**config.mk**
```make
export PLATFORM = sky130hd
export DESIGN_NAME = system_unit
export DESIGN_NICKNAME = d
export VERILOG_FILES = /design/src/rtl/system_unit.sv
export SDC_FILE = /design/constraint.sdc
export NUM_CORES = 1
export LEC_CHECK = 0
export ABC_AREA = 0
export CORE_ASPECT_RATIO = 1.4
export CORE_MARGIN = 2
export CORE_UTILIZATION = 40
export CTS_BUF_LIST = sky130_fd_sc_hd__clkbuf_16
export CTS_CLUSTER_DIAMETER = 60
export CTS_CLUSTER_SIZE = 10
export DETAILED_ROUTE_END_ITERATION = 16
export GPL_ROUTABILITY_DRIVEN = 0
export SLEW_MARGIN = 25
export SYNTH_ARGS = -nofsm -noshare
export SYNTH_HDL_FRONTEND = slang
export SYNTH_SLANG_ARGS = --single-unit
```
**constraint.sdc**
```tcl
create_clock -name i_clk -period 4.6 [get_ports i_clk]
set_input_delay 0.92 -clock i_clk [delete_from_list [all_inputs] [get_ports i_clk]]
set_output_delay 0.92 -clock i_clk [all_outputs]
set_load 0.02 [all_outputs]
```
**src/rtl/system_unit.sv**
```systemverilog
// Execute-stage SYSTEM unit: cycle/time/instret counters, counter reads, SCALL/SBREAK trap request.
// Define SYSUNIT_INHIBIT_EN to add i_cnt_inhibit {instret, time, cycle} per-counter freeze controls.
module system_unit #(
    parameter int unsigned TIME_DIV  = 16,
    parameter int unsigned CNT_WIDTH = 64
) (
    input  logic        i_clk,
    input  logic        i_rst,
    input  logic        i_valid,
    output logic        o_ready,
    input  logic [3:0]  i_sysop,
    input  logic        i_retire,
`ifdef SYSUNIT_INHIBIT_EN
    input  logic [2:0]  i_cnt_inhibit,
`endif
    output logic [31:0] o_result,
    output logic        o_result_vld,
    output logic        o_trap,
    output logic        o_trap_cause,
    input  logic        i_trap_ack
);

    // t_sysop encoding shared with the decoder
    localparam logic [3:0] SysopScall      = 4'd0;
    localparam logic [3:0] SysopSbreak     = 4'd1;
    localparam logic [3:0] SysopRdcycle    = 4'd2;
    localparam logic [3:0] SysopRdcycleh   = 4'd3;
    localparam logic [3:0] SysopRdtime     = 4'd4;
    localparam logic [3:0] SysopRdtimeh    = 4'd5;
    localparam logic [3:0] SysopRdinstret  = 4'd6;
    localparam logic [3:0] SysopRdinstreth = 4'd7;

    localparam logic [CNT_WIDTH-1:0] CntOne    = CNT_WIDTH'(1);
    localparam logic [15:0]          PrescLast = 16'(TIME_DIV - 1);

    typedef enum logic {StIdle, StTrap} state_e;

    state_e               state_q, state_d;
    logic [CNT_WIDTH-1:0] cycle_q, time_q, instret_q;
    logic [15:0]          presc_q;
    logic [31:0]          result_q, rd_data;
    logic                 result_vld_q, trap_cause_q;
    logic                 accept, is_trap_op;
    logic                 inh_cycle, inh_time, inh_instret;

`ifdef SYSUNIT_INHIBIT_EN
    assign {inh_instret, inh_time, inh_cycle} = i_cnt_inhibit;
`else
    assign {inh_instret, inh_time, inh_cycle} = 3'b000;
`endif

    always_comb begin
        state_d    = state_q;
        o_ready    = (state_q == StIdle);
        accept     = i_valid && (state_q == StIdle);
        is_trap_op = (i_sysop == SysopScall) || (i_sysop == SysopSbreak);

        // Unknown encodings fall back to RDCYCLE, like the decoder default
        case (i_sysop)
            SysopRdcycleh:   rd_data = cycle_q[CNT_WIDTH-1:32];
            SysopRdtime:     rd_data = time_q[31:0];
            SysopRdtimeh:    rd_data = time_q[CNT_WIDTH-1:32];
            SysopRdinstret:  rd_data = instret_q[31:0];
            SysopRdinstreth: rd_data = instret_q[CNT_WIDTH-1:32];
            SysopRdcycle:    rd_data = cycle_q[31:0];
            default:         rd_data = cycle_q[31:0];
        endcase

        case (state_q)
            StIdle:  if (accept && is_trap_op) state_d = StTrap;
            StTrap:  if (i_trap_ack) state_d = StIdle;
            default: state_d = StIdle;
        endcase
    end

    always_ff @(posedge i_clk) begin
        if (i_rst) begin
            state_q      <= StIdle;
            cycle_q      <= '0;
            time_q       <= '0;
            instret_q    <= '0;
            presc_q      <= '0;
            result_q     <= '0;
            result_vld_q <= 1'b0;
            trap_cause_q <= 1'b0;
        end else begin
            state_q <= state_d;
            if (!inh_cycle) cycle_q <= cycle_q + CntOne;
            if (!inh_time) begin
                if (presc_q == PrescLast) begin
                    presc_q <= '0;
                    time_q  <= time_q + CntOne;
                end else begin
                    presc_q <= presc_q + 16'd1;
                end
            end
            if (i_retire && !inh_instret) instret_q <= instret_q + CntOne;
            // Reads sample the pre-increment counter value of the accept cycle
            result_vld_q <= accept && !is_trap_op;
            if (accept && !is_trap_op) result_q <= rd_data;
            if (accept && is_trap_op) trap_cause_q <= (i_sysop == SysopSbreak);
        end
    end

    assign o_result     = result_q;
    assign o_result_vld = result_vld_q;
    assign o_trap       = (state_q == StTrap);
    assign o_trap_cause = trap_cause_q;

endmodule

```
==> Yosys cells after proc, flatten, opt, wreduce, memory -nomap -nowiden <==
Index checks and enable logic that the tools add are counted.
{ "totals": {"ff_bits": 243, "inputBits": 9, "output_inout_bits": 36, "wordCells": 31} }
{ "op_classes": {"add_sub_neg": 4, "n_eq_ne": 7, "mux": 4, "n_bitwise": 1, "n_reduce_logical": 7} }
{ "op_table": {"columns": ["op", "count"], "rows": [
  ["adder 64 x 1 -> 64 bit, second input constant", 3],
  ["case mux 32 bit (5 select lines)", 1],
  ["adder 16 x 1 -> 16 bit, second input constant", 1],
  ["== test 16 x 4 -> 1 bit, second input constant", 1],
  ["== test 4 x 3 -> 1 bit, second input constant", 4],
  ["== test 4 x 1 -> 1 bit, second input constant", 1],
  ["== test 4 x 2 -> 1 bit, second input constant", 1],
  ["zero test 4 bit", 1],
  ["logical AND 1 bit", 3],
  ["2-to-1 mux 1 bit", 2],
  ["case mux 1 bit (2 select lines)", 1],
  ["OR reduction 2 bit", 1],
  ["zero test 1 bit", 1],
  ["logical OR 1 bit", 1],
  ["NOT 1 bit", 1]
]} }

==> Longest topological paths before layout <==
{ "depth": {"ltp_word": 5, "ltp_mapped": 8} }

==> Worst setup path before layout <==
OpenSTA, ideal clock, no wires.
{ "synth_path": {"path_type": "input to register", "startpoint": "in i_retire", "endpoint": "reg instret_q[56]", "arrival_ns": 2.561, "slack_ns": 1.969, "cell_stages": 6, "path_buffers": 1, "cell_sequence": "buf_2 nand4_1 nor4_1 nand4b_1 or4_1 a21oi_1"} }
{ "synth_lines": {"columns": ["element", "line_no", "rtl"], "rows": [
  ["from (decl)", "12", "input logic i_retire,"],
  ["to (signal assigned)", "97", "if (i_retire && !inh_instret) instret_q <= instret_q + CntOne;"],
  ["to (decl)", "39", "logic [CNT_WIDTH-1:0] cycle_q, time_q, instret_q;"]
]} }

==> Final worst setup path <==
{ "layout_path": {"startpoint": "reg time_q[2]", "endpoint": "reg time_q[63]"} }
{ "layout_between": {"elab_chain_cells": 1} }
{ "layout_rtl": {"columns": ["element", "line_no", "rtl"], "rows": [
  ["from (decl)", "39", null],
  ["from (signal assigned)", "92", "time_q <= time_q + CntOne;"],
  ["adder 64 x 1 -> 64 bit", "92", null]
]} }
Every way passes these cells.
A chain may end at the register's enable or synchronous reset.

==> impl_metrics.json <==
{
  "status": "completed",
  "rsz0062_at_grt": "no",
  "startpoint_type": "flop",
  "die_area_um2": 30900,
  "drive_above_1_share": 0.0623,
  "cts.htree.levels": 1,
  "syn-cell-area_um2": 11800,
  "grt_pass1_wl_mm": 58.0,
  "vias": 11100,
  "synth-main-ff-cell": "dfxtp_1",
  "syn-num-nets": 1403,
  "p_leak_uw": 0.00388,
  "maxCapViolCount": 0,
  "drtIter0Drc": 1305,
  "clock-sinks": 243,
  "ff2ff_setup_slack_ps": 1380,
  "hold_viol": 0,
  "setup_violations": 0,
  "critPathSlowestCell": "nand4_1",
  "sw_frac_of_total": 0.233,
  "cp_slowest_stage_delay_ps": 800,
  "use_met1": 0.293,
  "crit_required_ps": 5090,
  "syn_area_per_cell_um2": 8.48,
  "cts_max_path_buffers": 3,
  "clk_pin_slew_worst_paths_ps": 60,
  "insertion_delay_ps": 550,
  "viasPerCell": 6.27,
  "fin_area_um2": 13300,
  "rows": 74,
  "synth_top_family_by_area": "simple AND/OR/NAND/NOR gates",
  "power.internal_uw": 3370,
  "synth_xor_area_frac": 0.0751,
  "r2r_cells": 5,
  "route.detailed.drc": 0,
  "fin_crit_sh": 0.700,
  "wl_per_cell_um": 20.9,
  "yosysWarnings": 0,
  "die_x_um": 149,
  "relSlewSlack": 0.294,
  "start_util": 0.405,
  "async_reset_ff_frac": 0,
  "p_total_uw": 4390,
  "p_switching_uw": 1020,
  "rr_endpoint": "time_q[63]",
  "clock.fmax_mhz": 311,
  "met2_usage": 0.405,
  "power_density_nw_per_um2": 331,
  "hold_class": "reg -> reg",
  "die_h_um": 207,
  "core_region_area_um2": 29100,
  "post-dp-hpwl_mm": 26.5,
  "clkPwrFrac": 0.465,
  "cts_buffers": 29,
  "ios": 45,
  "synth-simple-area-share": 0.295,
  "fill_cells": 2913,
  "tns_ps": 0,
  "hold_depth": 1,
  "dp_slack_ps": 866,
  "nets": 1406,
  "cpMostUsedCell": "nand4_1",
  "crit_arrival_ps": 3700,
  "synth-adder-area-share": 0.00425,
  "grt_max_degree": 111,
  "worst_pin_slew_ps": 1050,
  "cts-root-buf": "clkbuf_16",
  "synth_compound_area_frac": 0.171,
  "cts_resized": 0,
  "antenna_found_initial": 0,
  "path_cells": "nand4_1 -> nor4_4 -> nand4_1 -> or4_1 -> a21oi_1",
  "n_antenna_cell": 0,
  "cts_tree": "yes",
  "netlist_instances": 1390,
  "grt_util_all_layers": 0.234,
  "path_max_fanout": 19,
  "maxSlewViolCount": 0,
  "synthMuxAreaShare": 0.00265,
  "holdPathEnd": "cycle_q[0]",
  "syn_to_final_growth_pct": 12.5,
  "hold_start": "cycle_q[0]",
  "ant_nets": 0,
  "synth_edf_count": 0,
  "period_needed_ps": 3220,
  "dpl_cell_area_um2": 12500,
  "final_cell_mix": "dfxtp_1 (243), nor2_1 (153), a21oi_1 (100)",
  "cts_hold_buf": 0,
  "post_cts_buffers": 0,
  "gr-max-usage-layer": "met2",
  "layout_setup_ws_ps": 1380,
  "routed_wl_mm": 37.2,
  "synth_seq_cells": 243,
  "comb_power_share": 0.044,
  "fin_worst_skew_ps": 13.4,
  "peakVddDrop_mv": 0.223,
  "first_pass_iters": 14,
  "layout_commonest_cell": "dfxtp_1",
  "seqPwrFrac": 0.491,
  "grt_overflow": 0,
  "ys_seq_area_frac": 0.413,
  "cp-end-kind": "flop",
  "grt_util_met3": 0.0267,
  "critPathKind": "reg -> reg",
  "synth.distinct_cells": 52,
  "grt_pass1_vias": 10200,
  "r2r_start": "time_q[2]",
  "portBuffers": 44
}
how the worst max path moves through the flow:
stage               from            end
2_1_floorplan   i_retire  instret_q[56]
3_3_place_gp    i_retire  instret_q[59]
3_5_place_dp    i_retire  instret_q[59]
4_1_cts        time_q[2]     time_q[63]
5_1_grt         i_retire  instret_q[59]
6_report       time_q[2]     time_q[63]
power groups by stage:
stage / registers [uW] / logic (uW) / clock network [uW]
floorplan: 2220 / 94.4 / 0
global route: 2160 / 209 / 2170
finish: 2150 / 194 / 2040
global placement: 2200 / 194 / 0
CTS: 2150 / 195 / 2080
detailed placement: 2200 / 194 / 0
Yosys cell counts (26+ instances only):
cell      instances  share of area
a21oi_1         100          0.042
a222oi_1         64          0.054
a311oi_1         32          0.024
clkbuf_1         73          0.023
dfxtp_1         243           0.41
nand2_1          78          0.025
nand3_1          78          0.033
nand4_1          76          0.040
nor2_1          153          0.049
nor3_1           29          0.012
nor4_1           26          0.014
o21ai_0          60          0.025
o31ai_1          31          0.020
or3_1            70          0.037
or4_1            35          0.022
xnor2_1          56          0.042
xor2_1           45          0.033
routing by layer:
layer | share of wire | vias to the layer above
met4 | 0.044 | 0
met1 | 0.40 | 5399
met5 | 0 | -
met3 | 0.057 | 92
met2 | 0.49 | 379
li1 | - | 5276
metrics by stage:
step	hold slack [ps]	util	cells
3_3_place_gp	446	0.429	1741
4_1_cts	461	0.456	1776
3_5_place_dp	447	0.429	1741
5_1_grt	477	0.456	1777
2_1_floorplan	429	-	1390
6_report	460	0.456	1777
kinds of logic after synthesis:
| kind of cell | count (synthesis) |
|---|---|
| simple gates | 635 |
| compound gates | 297 |
| flops | 243 |
| buf+inv | 107 |
| xor+xnor | 101 |
| fa+ha+maj | 4 |
| mux | 3 |
registers in the layout (all words and copies together), names as in the netlist:
| signal | count |
|---|---|
| instret_q | 64 |
| time_q | 64 |
| o_trap | 1 |
| presc_q | 16 |
| o_result | 32 |
| o_trap_cause | 1 |
| cycle_q | 64 |
| o_result_vld | 1 |
worst max-delay path: cells and delay by family, from the launching register on:
kind / cells / cell delay, ps
AOI/OAI and AO/OA: 1 / 150
DFF: 1 / 520
and+or+nand+nor: 4 / 2470
cell type report:
cell class / count / area (um2) / area share
clock buffers: 29 / 726 / 0.0547
clock inverters: 6 / 60.1 / 0.00453
inverters: 22 / 82.6 / 0.00623
multi-input cells: 1040 / 6520 / 0.491
flip-flops and latches: 243 / 4860 / 0.367
well taps: 380 / 475 / 0.0358
repair buffers: 57 / 539 / 0.0407
Note: power is estimated with default switching activity, not from simulation.
